### src/rtl/wordle_score_ctrl.sv
`timescale 1ns/1ps
// wordle_score_ctrl: scores a 5-letter guess against the latched target word,
// one letter comparison per cycle. It uses Wordle duplicate-letter rules:
// exact matches are marked first, then each remaining guess letter claims at
// most one unused target letter as a yellow. The block also tracks the guess
// count and the win/lose status for the current game.
module wordle_score_ctrl #(
  parameter int unsigned LETTER_W    = 8,
  parameter int unsigned WORD_LEN    = 5,
  parameter int unsigned MAX_GUESSES = 6
) (
  input  logic                         Clk,
  input  logic                         reset,
  input  logic                         start,
  input  logic [LETTER_W*WORD_LEN-1:0] target_word,
  input  logic                         guess_valid,
  input  logic [LETTER_W*WORD_LEN-1:0] guess_word,
  output logic                         guess_ready,
  output logic                         busy,
  output logic                         result_valid,
  output logic [2*WORD_LEN-1:0]        result,
  output logic [2:0]                   guess_idx,
  output logic                         win,
  output logic                         lose,
  output logic                         game_over
);

  localparam int unsigned IDX_W = (WORD_LEN > 1) ? $clog2(WORD_LEN) : 1;
  localparam logic [IDX_W-1:0] LAST_IDX = IDX_W'(WORD_LEN - 1);
  localparam logic [2:0] GUESS_LIMIT = 3'(MAX_GUESSES);

  localparam logic [1:0] MARK_GRAY   = 2'b00;
  localparam logic [1:0] MARK_YELLOW = 2'b01;
  localparam logic [1:0] MARK_GREEN  = 2'b10;

  typedef enum logic [2:0] {
    IDLE   = 3'd0,
    READY  = 3'd1,
    GREEN  = 3'd2,
    YELLOW = 3'd3,
    COMMIT = 3'd4,
    DONE   = 3'd5
  } state_t;

  state_t              state_q;
  logic [LETTER_W-1:0] target_q [WORD_LEN];
  logic [LETTER_W-1:0] guess_q  [WORD_LEN];
  logic [1:0]          mark_q   [WORD_LEN];
  logic                used_q   [WORD_LEN];
  logic [IDX_W-1:0]    i_idx;
  logic [IDX_W-1:0]    j_idx;

  logic [2*WORD_LEN-1:0] marks_c;
  logic                  all_green_c;
  logic [2:0]            guess_idx_inc_c;
  logic                  yellow_hit_c;

  // Pack per-letter marks into the result layout and detect a full match.
  always_comb begin
    marks_c     = '0;
    all_green_c = 1'b1;
    for (int k = 0; k < WORD_LEN; k++) begin
      marks_c[2*(WORD_LEN-1-k) +: 2] = mark_q[k];
      if (mark_q[k] != MARK_GREEN) begin
        all_green_c = 1'b0;
      end
    end
  end

  // Guess count after the commit in progress.
  always_comb begin
    guess_idx_inc_c = guess_idx + 3'd1;
  end

  // Current (i,j) pair of the yellow pass: guess letter i can claim target letter j.
  always_comb begin
    yellow_hit_c = (mark_q[i_idx] == MARK_GRAY) && !used_q[j_idx] &&
                   (guess_q[i_idx] == target_q[j_idx]);
  end

  // Game sequencer: state, scoring datapath and registered outputs.
  always_ff @(posedge Clk or negedge reset) begin
    if (!reset) begin
      state_q      <= IDLE;
      i_idx        <= '0;
      j_idx        <= '0;
      guess_ready  <= 1'b0;
      busy         <= 1'b0;
      result_valid <= 1'b0;
      result       <= '0;
      guess_idx    <= '0;
      win          <= 1'b0;
      lose         <= 1'b0;
      game_over    <= 1'b0;
      for (int k = 0; k < WORD_LEN; k++) begin
        target_q[k] <= '0;
        guess_q[k]  <= '0;
        mark_q[k]   <= MARK_GRAY;
        used_q[k]   <= 1'b0;
      end
    end else begin
      result_valid <= 1'b0;
      if (start) begin
        // A new game aborts any scoring in flight; a simultaneous guess is dropped.
        for (int k = 0; k < WORD_LEN; k++) begin
          target_q[k] <= target_word[(WORD_LEN-1-k)*LETTER_W +: LETTER_W];
        end
        state_q     <= READY;
        i_idx       <= '0;
        j_idx       <= '0;
        guess_ready <= 1'b1;
        busy        <= 1'b0;
        result      <= '0;
        guess_idx   <= '0;
        win         <= 1'b0;
        lose        <= 1'b0;
        game_over   <= 1'b0;
      end else begin
        unique case (state_q)
          IDLE: begin
            state_q <= IDLE;
          end

          READY: begin
            if (guess_valid && guess_ready) begin
              for (int k = 0; k < WORD_LEN; k++) begin
                guess_q[k] <= guess_word[(WORD_LEN-1-k)*LETTER_W +: LETTER_W];
                mark_q[k]  <= MARK_GRAY;
                used_q[k]  <= 1'b0;
              end
              i_idx       <= '0;
              j_idx       <= '0;
              guess_ready <= 1'b0;
              busy        <= 1'b1;
              state_q     <= GREEN;
            end
          end

          GREEN: begin
            if (guess_q[i_idx] == target_q[i_idx]) begin
              mark_q[i_idx] <= MARK_GREEN;
              used_q[i_idx] <= 1'b1;
            end
            if (i_idx == LAST_IDX) begin
              i_idx   <= '0;
              j_idx   <= '0;
              state_q <= YELLOW;
            end else begin
              i_idx <= i_idx + IDX_W'(1);
            end
          end

          YELLOW: begin
            if (yellow_hit_c) begin
              mark_q[i_idx] <= MARK_YELLOW;
              used_q[j_idx] <= 1'b1;
            end
            if (j_idx == LAST_IDX) begin
              j_idx <= '0;
              if (i_idx == LAST_IDX) begin
                i_idx   <= '0;
                state_q <= COMMIT;
              end else begin
                i_idx <= i_idx + IDX_W'(1);
              end
            end else begin
              j_idx <= j_idx + IDX_W'(1);
            end
          end

          COMMIT: begin
            result       <= marks_c;
            result_valid <= 1'b1;
            guess_idx    <= guess_idx_inc_c;
            busy         <= 1'b0;
            if (all_green_c) begin
              win       <= 1'b1;
              game_over <= 1'b1;
              state_q   <= DONE;
            end else if (guess_idx_inc_c == GUESS_LIMIT) begin
              lose      <= 1'b1;
              game_over <= 1'b1;
              state_q   <= DONE;
            end else begin
              guess_ready <= 1'b1;
              state_q     <= READY;
            end
          end

          DONE: begin
            state_q <= DONE;
          end

          default: begin
            state_q <= IDLE;
          end
        endcase
      end
    end
  end

endmodule

### config.mk
export PLATFORM = sky130hd
export DESIGN_NAME = wordle_score_ctrl
export DESIGN_NICKNAME = d
export VERILOG_FILES = /design/src/rtl/wordle_score_ctrl.sv
export SDC_FILE = /design/constraint.sdc
export NUM_CORES = 1
export LEC_CHECK = 0
export ABC_CLOCK_PERIOD_IN_PS = 2410
export CORE_MARGIN = 3
export CORE_UTILIZATION = 45
export DETAILED_ROUTE_END_ITERATION = 6
export GPL_TIMING_DRIVEN = 0
export PLACE_DENSITY = 0.75
export SYNTH_ARGS = -nofsm -noshare
export SYNTH_HDL_FRONTEND = slang
export SYNTH_SLANG_ARGS = --single-unit
export TNS_END_PERCENT = 50
### constraint.sdc
create_clock -name Clk -period 2.41 [get_ports Clk]
set_clock_uncertainty 0.05 [all_clocks]
set_input_delay 0.6025 -clock Clk [delete_from_list [all_inputs] [get_ports Clk]]
set_output_delay 0.6025 -clock Clk [all_outputs]
set_load 0.005 [all_outputs]
==> qor.csv <==
metric,value,unit
"Seq/Total Area, Yosys",46.9,%
GRT Util Overall,24.6,%
Overall Power,9.47,mW
die area,16100,um^2
Buffers on Ports,102,
Syn Nets,773,
Max-slew headroom,55.7,%
"area leader, netlist",dfrtp_1,
non-filler instance count after layout,1021,
Die W,127,um
Top Family by Delay on Critical Path,compound AO/OA/AOI/OAI gates,
first-pass GRT wire length,31300,um
synthesized area per cell,9.61,um^2
Starting Density,46.6,%
Fillers,1110,
synthesis-stage register bit count,123,
CP Class,flop to flop,
crit path max-delay cell type,a2111oi_4,
dpl cells,966,
final worst slack,-0.382,ns
Sink Count,123,
LEAKAGE,3.86,nW
Synth area leaders,"dfrtp_1 (47%), nand2_1 (9.7%), mux2_2 (7.4%)",
multi-input logic area,3520,um^2
# diodes,0,
post-detailed-route count of antenna-violating nets,0,
global route overflow,0,
final instance area,9090,um^2
peak per-stage delay on the critical path,0.41,ns
DP HPWL,13600,um
Area Overhead vs Synth,38.4,%
drt first pass iters,5,
failing checks,negative setup slack,
setup violators final,15,
Post-synth EDFFs,0,
CTS tree,yes,
placed cell area,7890,um^2
Final Max Tran Viols,0,
Root Buffer,clkbuf_16,
Tmin final,2.79,ns
dominant cell by count in the synthesized netlist,nand2_1,
largest net degree at the start of global routing,67,
DR DRC count,0,
Total Routed Length,19500,um
Post-synth top cells,"nand2_1 (170), dfrtp_1 (123), mux2_2 (43)",
Hold Path Class,input pin to asynchronous set/reset pin,
crit path max fanout,9,
Final Cycle Share,116,%
worst path required time,2.66,ns
synth unique cells,64,
Synth warnings,0,
clk buf depth,2,
register area,3080,um^2
Synth Instances,683,
I/O Pins,103,
vias per cell,5.72,
Core Region,14100,um^2
Critical Path Start Type,flop,
max-cap violations,0,
fmax,358,MHz
H-tree level count,4,
routed len/inst,19.1,um
Clock Latency Late Sink,0.43,ns
status,"finished, violations left",
Setup crit end kind,flop,
clock-pin slew on the worst setup and hold paths,0.06,ns
Netlist Area Pre-Place,6570,um^2
fin nets,918,
starting DRC count in detailed routing,524,
P per Cell Area,1040,nW/um^2
Std-Cell Rows,43,
share of layout cells above drive strength 1,22.9,%
final hold vios,0,
CP arrival,3.04,ns
"Async S/R FF share, synth",100,%
Main synth FF type,dfrtp_1,
vias post-DR,5841,
die height,127,um
vias in the first global route,6100,
RSZ-0062 raised after global routing,true,
routability cong.,0.931,
final core occ,64.5,%
crit path buf inv count,2,
antenna violations before repair,0,
Num CTS Buffers,17,
Post-CTS Hold Fix Bufs,0,
worst vdd ir,0.580,mV
Synth top area share,46.9,%
Least-Margin Pin Slew,0.665,ns
crit path cell chain,clkbuf_4 -> or2_1 -> o221ai_2 -> a211o_1 -> nand4_1 -> a2111oi_4 -> buf_4 -> nand3_2 -> nand3_1 -> o41ai_4,
[metal layers]
metal | up-vias | wire length (um) | track usage (%)
met5 | - | 0 | 0
li1 | 2682 | - | -
met2 | 279 | 9800 | 42.2
met4 | 0 | 458 | 8.39
met3 | 42 | 1290 | 5.01
met1 | 2838 | 7950 | 31.0
[where the power goes]
part | total, mW | internal, mW | leakage, nW | switching [mW]
sequential | 2.87 | 2.51 | 1.56 | 0.364
clock | 2.75 | 1.81 | 0.307 | 0.938
combinational | 3.85 | 1.76 | 2.00 | 2.10
total | 9.47 | 6.07 | 3.86 | 3.40
[cell type report]
cell class,instances,area share [%]
Multi-Input combinational cell,505,38.8
Inverter,10,0.482
Buffer,44,3.25
Timing Repair Buffer,127,14.1
Tap cell,180,2.48
Clock inverter,10,1.79
Sequential cell,123,33.9
Clock buffer,22,5.22
[sequential cells by signal, summed over array words and instances (netlist names), 3 cells and up]
name	flops
i_idx	3
used_q	5
guess_q	40
state_q	3
result	10
mark_q	10
guess_idx	3
target_q	40
j_idx	3
[through the flow]
step | setup WS, ns | hold slack, ns | setup TNS, ns
6_report | -0.382 | 0.101 | -4.76
3_5_place_dp | -0.846 | 0.414 | -57.46
2_1_floorplan | -0.0432 | 0.257 | -0.214
4_1_cts | -0.357 | 0.105 | -4.49
5_1_grt | -0.494 | 0.139 | -6.55
3_3_place_gp | -3.87 | 0.411 | -529.54
[layout by cell type, fill, tap and decap left out, types with 5 or more instances in the layout]
| master | n |
|---|---|
| buf_4 | 20 |
| dfrtp_1 | 121 |
| o21ai_0 | 17 |
| nor2_1 | 38 |
| nand3_2 | 10 |
| xnor2_1 | 6 |
| clkdlybuf4s50_1 | 101 |
| buf_2 | 5 |
| buf_6 | 7 |
| a21oi_1 | 29 |
| buf_12 | 6 |
| a22oi_1 | 11 |
| xor2_1 | 10 |
| clkbuf_2 | 5 |
| nand3_1 | 8 |
| a31oi_1 | 8 |
| o21ai_2 | 5 |
| nand2b_1 | 7 |
| mux2_2 | 42 |
| buf_1 | 5 |
| ha_1 | 6 |
| mux2i_1 | 25 |
| nand2_1 | 169 |
| clkbuf_1 | 19 |
| inv_1 | 7 |
| mux4_2 | 5 |
| o22ai_1 | 9 |
| clkbuf_16 | 17 |
[worst paths after layout]
check / from / to / slack [ns] / cells after the start
max: i_idx[1]$_DFFE_PN0P_ / mark_q[4]$_DFFE_PN0P_ / -0.38 / 10
min: reset / state_q[0]$_DFFE_PN0P_ / 0.10 / 1
max reg2reg: i_idx[1]$_DFFE_PN0P_ / mark_q[4]$_DFFE_PN0P_ / -0.38 / 10
min reg2reg: guess_q[29]$_DFFE_PN0P_ / guess_q[29]$_DFFE_PN0P_ / 0.43 / 2
max in group asynchronous: reset / i_idx[0]$_DFFE_PN0P_ / 1.51 / 2
min in group Clk: guess_q[29]$_DFFE_PN0P_ / guess_q[29]$_DFFE_PN0P_ / 0.43 / 2
[logic make-up after synthesis]
| kind of cell | Yosys count | synth area share, % |
|---|---|---|
| AO/OA/AOI/OAI | 134 | 14.5 |
| XOR/XNOR | 17 | 2.27 |
| adder cells (fa/ha/maj) | 6 | 1.14 |
| buffers and inverters | 55 | 4.06 |
| flip-flops | 123 | 46.9 |
| multiplexers | 77 | 13.5 |
| AND/OR/NAND/NOR | 271 | 17.6 |
[timing repair]
item                       4_1_cts  5_1_grt
gates cloned                     2        0
gates resized for setup         62       32
pin swaps                       27        7
buffers inserted                15        8
setup endpoints to repair       57       46
Note: power is estimated with default switching activity, not from simulation.
